`config.mk`:
```
export PLATFORM = sky130hd
export DESIGN_NAME = mc_ctrl_fsm
export DESIGN_NICKNAME = d
export VERILOG_FILES = /design/src/rtl/mc_ctrl_fsm.sv
export SDC_FILE = /design/constraint.sdc
export NUM_CORES = 1
export LEC_CHECK = 0
export CAP_MARGIN = 15
export CORE_ASPECT_RATIO = 1.25
export CORE_MARGIN = 10
export CORE_UTILIZATION = 39
export DETAILED_ROUTE_END_ITERATION = 8
export PLACE_DENSITY = 0.8
export SLEW_MARGIN = 20
export SYNTH_ARGS = -nofsm -noshare
export SYNTH_HDL_FRONTEND = slang
export SYNTH_SLANG_ARGS = --single-unit
```
`constraint.sdc`:
```
create_clock -name clk -period 1.5 [get_ports clk]
set_input_delay 0.3 -clock clk [delete_from_list [all_inputs] [get_ports clk]]
set_output_delay 0.3 -clock clk [all_outputs]
set_load 0.005 [all_outputs]
```
`src/rtl/mc_ctrl_fsm.sv`:
```
// mc_ctrl_fsm : multi-cycle main control FSM for the MIPS-subset datapath.
//
// Sequences each instruction through fetch, decode, execute, memory and
// writeback. opcode/funct come from the instruction register. The FSM
// stalls in the fetch and data-memory states until memReady is high.
//
// Ports
//   clk, rst_n          rising-edge clock, synchronous active-low reset
//   opcode, funct       instr[31:26] and instr[5:0] from the IR
//   memReady            memory completes its access this cycle
//   pcWrite/pcWriteCond PC load (unconditional / on branch condition)
//   branchNe            branch condition select (1 = !zero, 0 = zero)
//   iorD                memory address select (0 = PC, 1 = aluOut)
//   memRead/memWrite    memory strobes, held for the whole wait
//   irWrite             IR load
//   regDst, memToReg    register-file write address / data selects
//   regWrite            register-file write enable
//   aluSrcA, aluSrcB    ALU operand selects
//   pcSource            next-PC select
//   aluOp               operation code for the ALU control decoder
//   illegal             one-cycle pulse on an unsupported opcode/funct
//   state               current state encoding (debug)
//
// Parameter RA_REG is the link register written by jal; the datapath picks
// it when regDst = 2'b10.
//
// Optional build macro MC_CTRL_PERF_CNT_EN adds two 32-bit counters:
//   instrCount  transitions into fetch (completed or aborted instructions)
//   stallCount  cycles spent waiting on memReady
module mc_ctrl_fsm #(
  parameter int RA_REG = 31
) (
  input  logic       clk,
  input  logic       rst_n,
  input  logic [5:0] opcode,
  input  logic [5:0] funct,
  input  logic       memReady,
  output logic       pcWrite,
  output logic       pcWriteCond,
  output logic       branchNe,
  output logic       iorD,
  output logic       memRead,
  output logic       memWrite,
  output logic       irWrite,
  output logic [1:0] regDst,
  output logic [1:0] memToReg,
  output logic       regWrite,
  output logic       aluSrcA,
  output logic [1:0] aluSrcB,
  output logic [1:0] pcSource,
  output logic [2:0] aluOp,
  output logic       illegal,
  output logic [3:0] state
`ifdef MC_CTRL_PERF_CNT_EN
  ,
  output logic [31:0] instrCount,
  output logic [31:0] stallCount
`endif
);

  // The link register is fixed by the register-file width.
  if (RA_REG < 0 || RA_REG > 31) begin : g_ra_reg_range
    $error("RA_REG must index one of the 32 registers");
  end

  localparam logic [3:0] S_RST     = 4'b0000;
  localparam logic [3:0] S_FETCH   = 4'b0001;
  localparam logic [3:0] S_DECODE  = 4'b0010;
  localparam logic [3:0] S_MEMADR  = 4'b0011;
  localparam logic [3:0] S_MEMRD   = 4'b0100;
  localparam logic [3:0] S_MEMWB   = 4'b0101;
  localparam logic [3:0] S_MEMWR   = 4'b0110;
  localparam logic [3:0] S_EXEC_R  = 4'b0111;
  localparam logic [3:0] S_ALUWB_R = 4'b1000;
  localparam logic [3:0] S_EXEC_I  = 4'b1001;
  localparam logic [3:0] S_ALUWB_I = 4'b1010;
  localparam logic [3:0] S_BRANCH  = 4'b1011;
  localparam logic [3:0] S_JUMP    = 4'b1100;
  localparam logic [3:0] S_JAL     = 4'b1101;
  localparam logic [3:0] S_JR      = 4'b1110;

  logic [3:0] state_q, state_d;

  // Instruction decode (only consumed in states where the IR is stable)
  logic op_lw, op_sw, op_r, op_beq, op_bne, op_j, op_jal, op_itype, op_known;
  logic funct_jr, funct_ok;

  assign op_lw    = (opcode == 6'b100011);
  assign op_sw    = (opcode == 6'b101011);
  assign op_r     = (opcode == 6'b000000);
  assign op_beq   = (opcode == 6'b000100);
  assign op_bne   = (opcode == 6'b000101);
  assign op_j     = (opcode == 6'b000010);
  assign op_jal   = (opcode == 6'b000011);
  assign op_itype = (opcode inside {6'b001000, 6'b001010, 6'b001100,
                                    6'b001101, 6'b001110});
  assign op_known = op_lw | op_sw | op_r | op_beq | op_bne | op_j | op_jal | op_itype;
  assign funct_jr = (funct == 6'b001000);
  assign funct_ok = (funct inside {6'b000000, 6'b000010, 6'b000011, 6'b000100,
                                   6'b000110, 6'b000111, 6'b100000, 6'b100010,
                                   6'b100100, 6'b100101, 6'b100110, 6'b100111,
                                   6'b101010, 6'b101011});

  // State register
  always_ff @(posedge clk) begin
    if (!rst_n) state_q <= S_RST;
    else        state_q <= state_d;
  end

  // Next-state logic
  always_comb begin
    state_d = state_q;
    case (state_q)
      S_RST:    state_d = S_FETCH;
      S_FETCH:  if (memReady) state_d = S_DECODE;
      S_DECODE: begin
        if (op_lw || op_sw)       state_d = S_MEMADR;
        else if (op_r)            state_d = funct_jr ? S_JR : S_EXEC_R;
        else if (op_beq || op_bne) state_d = S_BRANCH;
        else if (op_itype)        state_d = S_EXEC_I;
        else if (op_j)            state_d = S_JUMP;
        else if (op_jal)          state_d = S_JAL;
        else                      state_d = S_FETCH;
      end
      S_MEMADR: begin
        if (op_lw)      state_d = S_MEMRD;
        else if (op_sw) state_d = S_MEMWR;
        else            state_d = S_FETCH;
      end
      S_MEMRD:  if (memReady) state_d = S_MEMWB;
      S_MEMWR:  if (memReady) state_d = S_FETCH;
      S_EXEC_R: state_d = funct_ok ? S_ALUWB_R : S_FETCH;
      S_EXEC_I: state_d = S_ALUWB_I;
      default:  state_d = S_FETCH;
    endcase
  end

  // Output decode: Moore except the fetch-time IR/PC loads, which wait for memReady
  always_comb begin
    pcWrite     = 1'b0;
    pcWriteCond = 1'b0;
    branchNe    = 1'b0;
    iorD        = 1'b0;
    memRead     = 1'b0;
    memWrite    = 1'b0;
    irWrite     = 1'b0;
    regDst      = 2'b00;
    memToReg    = 2'b00;
    regWrite    = 1'b0;
    aluSrcA     = 1'b0;
    aluSrcB     = 2'b00;
    pcSource    = 2'b00;
    aluOp       = 3'b000;
    illegal     = 1'b0;
    case (state_q)
      S_FETCH: begin
        memRead = 1'b1;
        aluSrcB = 2'b01;
        irWrite = memReady;
        pcWrite = memReady;
      end
      S_DECODE: begin
        aluSrcB = 2'b11;
        illegal = ~op_known;
      end
      S_MEMADR: begin
        aluSrcA = 1'b1;
        aluSrcB = 2'b10;
      end
      S_MEMRD: begin
        memRead = 1'b1;
        iorD    = 1'b1;
      end
      S_MEMWB: begin
        regWrite = 1'b1;
        memToReg = 2'b01;
      end
      S_MEMWR: begin
        memWrite = 1'b1;
        iorD     = 1'b1;
      end
      S_EXEC_R: begin
        aluSrcA = 1'b1;
        aluOp   = 3'b110;
        illegal = ~funct_ok;
      end
      S_ALUWB_R: begin
        regWrite = 1'b1;
        regDst   = 2'b01;
      end
      S_EXEC_I: begin
        aluSrcA = 1'b1;
        aluSrcB = 2'b10;
        case (opcode)
          6'b001010: aluOp = 3'b101;
          6'b001100: aluOp = 3'b010;
          6'b001101: aluOp = 3'b011;
          6'b001110: aluOp = 3'b100;
          default:   aluOp = 3'b000;
        endcase
      end
      S_ALUWB_I: regWrite = 1'b1;
      S_BRANCH: begin
        aluSrcA     = 1'b1;
        aluOp       = 3'b001;
        pcWriteCond = 1'b1;
        pcSource    = 2'b01;
        branchNe    = op_bne;
      end
      S_JUMP: begin
        pcWrite  = 1'b1;
        pcSource = 2'b10;
      end
      S_JAL: begin
        // PC was already incremented in fetch, so it is the return address
        pcWrite  = 1'b1;
        pcSource = 2'b10;
        regWrite = 1'b1;
        regDst   = 2'b10;
        memToReg = 2'b10;
      end
      S_JR: begin
        pcWrite  = 1'b1;
        pcSource = 2'b11;
      end
      default: ;
    endcase
  end

  assign state = state_q;

`ifdef MC_CTRL_PERF_CNT_EN
  logic [31:0] instr_count_q, instr_count_d;
  logic [31:0] stall_count_q, stall_count_d;

  always_comb begin
    instr_count_d = instr_count_q;
    stall_count_d = stall_count_q;
    // Entering fetch from any busy state closes one instruction (incl. aborts)
    if (state_d == S_FETCH && state_q != S_FETCH && state_q != S_RST)
      instr_count_d = instr_count_q + 32'd1;
    if ((state_q == S_FETCH || state_q == S_MEMRD || state_q == S_MEMWR) && !memReady)
      stall_count_d = stall_count_q + 32'd1;
  end

  always_ff @(posedge clk) begin
    if (!rst_n) begin
      instr_count_q <= 32'd0;
      stall_count_q <= 32'd0;
    end else begin
      instr_count_q <= instr_count_d;
      stall_count_q <= stall_count_d;
    end
  end

  assign instrCount = instr_count_q;
  assign stallCount = stall_count_q;
`endif

endmodule

```
==> impl_metrics.json, run 1 <==
{
  "status": "stopped before the end",
  "failing_step": "global routing (5_1_grt)",
  "firstError": "[ERROR DPL-0038] Utilization greater than 100%, impossible to legalize",
  "initial_core_util_pct": 42.1,
  "grt_max_degree": 15,
  "die_w_um": 59.5,
  "cts_buffers": 3,
  "endpoint_type": "primary output",
  "rows": 17,
  "synth_area_um2": 761,
  "htree_levels": 1,
  "synth-adder-area-share_pct": 0,
  "gp_congestion": 0.857,
  "cts-root-buf": "clkbuf_4",
  "avgSynthCellArea_um2": 6.62,
  "synth_xor_area_share_pct": 2.30,
  "muxShareOfSynthArea_pct": 0,
  "dpl.hpwl_mm": 2.48,
  "async_flop_share_pct": 0,
  "die_h_um": 69.4,
  "ios": 40,
  "synth_nets": 130,
  "yosysWarnings": 0,
  "synthDistinctLibCells": 41,
  "postCtsHoldBufs": 0,
  "synth_edf_count": 0,
  "max-clock-path-buffers": 2,
  "synth_top_family_by_area": "simple AND/OR/NAND/NOR gates",
  "synth_compound_area_share_pct": 31.4,
  "io_buffers": 39,
  "synth_seq_cells": 4,
  "cts_num_sinks": 4,
  "ys_seq_area_share_pct": 10.5,
  "synth_top_flop_cell": "dfxtp_1",
  "crit_endpoint": "illegal",
  "synth_cells": 115,
  "synth_simple_gate_area_share_pct": 41.0
}
cells by family after synthesis:
family	count (synthesis)
and+or+nand+nor	58
AOI/OAI and AO/OA	35
buffers and inverters	16
DFF	4
xor gates and xnor gates	2
Yosys cell counts (3+ instances only):
cell type	n	area, um2
nand3_1	6	30.0
o21ai_0	7	35.0
nand2_1	10	37.5
buf_6	5	56.3
nor2_1	18	67.6
inv_1	7	26.3
nor3_1	7	35.0
dfxtp_1	4	80.1
and3_1	3	18.8
a21oi_1	10	50.1
stage by stage:
step | setup WS [ns] | TNS, ns | cells | hold WS (ns) | instance area (um2)
after floorplan | 0.0698 | 0 | 115 | 0.438 | 761
after CTS | -0.208 | -1.62 | 221 | 0.636 | 1640
after detailed placement | -0.851 | -9.16 | 200 | 0.736 | 1360
after global placement | -0.783 | -8.65 | 200 | 0.739 | 1360
timing repair:
action / CTS
endpoints found under the setup margin: 28
cloned: 0
resized for setup: 154
buffers inserted: 19
pin swaps: 18
==> run 2, diff against run 1 <==
CORE_AREA = 10 10 71 73   (was unset)
CORE_ASPECT_RATIO = unset   (was 1.25)
CORE_MARGIN = unset   (was 10)
CORE_UTILIZATION = unset   (was 39)
DIE_AREA = 0 0 81 83   (was unset)
PLACE_DENSITY = unset   (was 0.8)
PLACE_DENSITY_LB_ADDON = 0.15   (was unset)
==> run 2 against run 1 <==
Against the previous run:
- the flow now finishes, with violations (negative setup slack)
- synthesized area stayed put
- synthesized cell count stayed put
==> impl_metrics.json, run 2 <==
{
  "status": "complete, but fails checks",
  "violations": "negative setup slack",
  "tritoncts": "yes",
  "synth_area_leader_cell": "dfxtp_1",
  "fillCellCount": 389,
  "slowest_delay_ns": 0.37,
  "drt_iter0_markers": 54,
  "fin_crit_sh_pct": 112,
  "path_clk_slew_ns": 0.03,
  "ios": 40,
  "max_slew_margin_pct": 77.3,
  "cp.required_ns": 1.20,
  "die_h_um": 83,
  "critPathArrivalTime_ns": 1.38,
  "synth_seq_cells": 4,
  "yosysWarnings": 0,
  "min_path_type": "primary input to flop",
  "dp_worst_setup_slack_ns": -0.924,
  "clock_latency_ns": 0.21,
  "vias_per_cell": 4.61,
  "ys_seq_area_share_pct": 10.5,
  "antenna_found_initial": 0,
  "fmax_mhz": 594,
  "postCtsHoldBufs": 0,
  "diodes": 0,
  "rrSetupSlack_ns": 0.11,
  "synth_cells": 115,
  "cp_max_fo": 4,
  "synth_top_flop_cell": "dfxtp_1",
  "drc": 0,
  "crit_top_cell": "buf_6",
  "holdPathEnd": "state[0]",
  "synthDistinctLibCells": 41,
  "rsz0062_at_grt": "true",
  "r2r-start": "state[2]",
  "avgSynthCellArea_um2": 6.62,
  "endpoint_kind": "primary output",
  "max-clock-path-buffers": 2,
  "dp_cells": 237,
  "rr_worst_depth": 7,
  "fin_nets": 228,
  "multi_input_area_um2": 832,
  "finalClockSkew_ns": 0.000461,
  "synth_top_area_share_pct": 10.5,
  "layout_commonest_cell": "buf_4",
  "cts_buffers": 3,
  "syn2layout_area_growth_pct": 143,
  "maxCapViolCount": 0,
  "async_flop_share_pct": 0,
  "period_needed_ns": 1.68,
  "final_cell_mix": "buf_4 (46), buf_2 (20), buf_6 (14), nor2_1 (11), dlygate4sd2_1 (9)",
  "fin_ws_ns": -0.184,
  "setup_viol": 9,
  "die_area_um2": 6720,
  "wl_per_cell_um": 14.0,
  "grt_pass1_vias": 1271,
  "finalNonFillerCells": 259,
  "via_count": 1193,
  "grt_pass1_wl_mm": 6.01,
  "setup.worst_path.class": "flop to primary output",
  "peakVddDrop_v": 0.000153,
  "die_w_um": 81,
  "power_density_nw_per_um2": 337,
  "hold_ws_ns": 0.586,
  "seqCellArea_um2": 92.6,
  "dpl.hpwl_mm": 2.70,
  "synth.most_common_cell": "nor2_1",
  "holdPathStages": 4,
  "cts_num_sinks": 4,
  "ys_top_cells_by_area": "dfxtp_1 (11%), nor2_1 (8.9%), buf_6 (7.4%)",
  "path_buf_inv": 4,
  "coreArea_um2": 3630,
  "synth_nets": 130,
  "io_buffers": 39,
  "hold_viol_final": 0,
  "synth_area_um2": 761,
  "cts-root-buf": "clkbuf_8",
  "tightestPinTransition_ns": 0.336,
  "crit_chain": "nor2b_4 > buf_6 > nand3_4 > buf_4 > buf_6 > o21ai_2 > buf_2",
  "gp_congestion": 0.831,
  "totalWireLength_mm": 3.63,
  "largest_reg_flops": 4,
  "holdCritStartpoint": "opcode[0]",
  "path_delay_family": "buffers and inverters",
  "drtPass1Iterations": 4,
  "critPathLaunchType": "flop",
  "antenna_left": 0,
  "grt_max_degree": 12,
  "drive_gt1_share_pct": 68.7,
  "leakagePower_nw": 0.881,
  "report.final.slew_viol_count": 0,
  "worstReg2RegEnd": "state[0]",
  "slowest_stage": "dfxtp_4",
  "synth_edf_count": 0,
  "initial_core_util_pct": 20.9,
  "grt_overflow": 0,
  "synthTopCellsByCount": "nor2_1 (18), a21oi_1 (10), nand2_1 (10)",
  "gr-usage-all-layers_pct": 10.7,
  "rows": 22,
  "htree_levels": 1
}
## run 2: cell counts after synthesis
Identical to the previous run, type by type.
## run 2: how the worst max path moves through the flow
stage          slack (ns)  endpoint  cells past startpoint       from
2_1_floorplan        0.07  aluOp[1]                      5   state[0]
3_3_place_gp        -0.81   illegal                      6  opcode[0]
3_5_place_dp        -0.92   illegal                      6  opcode[0]
4_1_cts             -0.17  branchNe                      5   state[1]
5_1_grt             -0.24  branchNe                      5   state[1]
6_report            -0.18  aluOp[0]                      7   state[1]
## run 2: where the power goes
group	total [mW]	internal [mW]	switching [mW]
Combinational	0.290	0.158	0.133
Sequential	0.111	0.107	0.00450
Clock	0.221	0.171	0.0508
## run 2: stage by stage
stage          setup TNS, ns  power, mW  area [um2]  util [%]
6_report              -0.969      0.623        1850      50.8
5_1_grt                -1.98      0.665        1850      50.8
4_1_cts                -1.10      0.595        1710      46.9
3_3_place_gp           -8.41      0.346        1450      39.9
3_5_place_dp           -8.71      0.349        1450      39.9
2_1_floorplan              0      0.202         761         -
## run 2: timing repair
item	CTS	global route
pin swaps	16	14
setup endpoints to repair	29	23
resized for setup	147	45
setup buffers	13	7
## run 2: worst register-to-register path: cells and delay by family (launching register included)
| kind | cells | cell delay (ns) |
|---|---|---|
| flip-flops | 1 | 0.36 |
| buffers and inverters | 2 | 0.29 |
| AND/OR/NAND/NOR | 2 | 0.18 |
| AO/OA/AOI/OAI | 3 | 0.49 |
## run 2: layer usage
| layer | part of all wire (%) | GRT usage (%) | vias to the layer above | wire [um] |
|---|---|---|---|---|
| li1 | - | - | 609 | - |
| met1 | 39 | 11.9 | 547 | 1410 |
| met2 | 53 | 18.4 | 31 | 1930 |
| met3 | 6.8 | 3.77 | 6 | 246 |
| met4 | 1.2 | 2.82 | 0 | 44 |
| met5 | 0 | 0 | - | 0 |
## run 2: logic make-up (layout without fill, tap and decap cells)
logic type / Yosys count / after routing / synth area share (%)
DFF: 4 / 4 / 10.5
xor gates and xnor gates: 2 / 2 / 2.30
buffers and inverters: 16 / 112 / 14.8
AOI/OAI and AO/OA: 35 / 35 / 31.4
and+or+nand+nor: 58 / 58 / 41.0
## run 2: final cells by class
class                           count  share of cell area [%]
Multi-Input combinational cell     95                    45.1
Tap cell                           48                    3.25
Sequential cell                     4                    5.01
Clock buffer                        3                    2.24
Timing Repair Buffer              101                    42.8
Inverter                            8                    1.69
(Power assumes the default switching activity.)
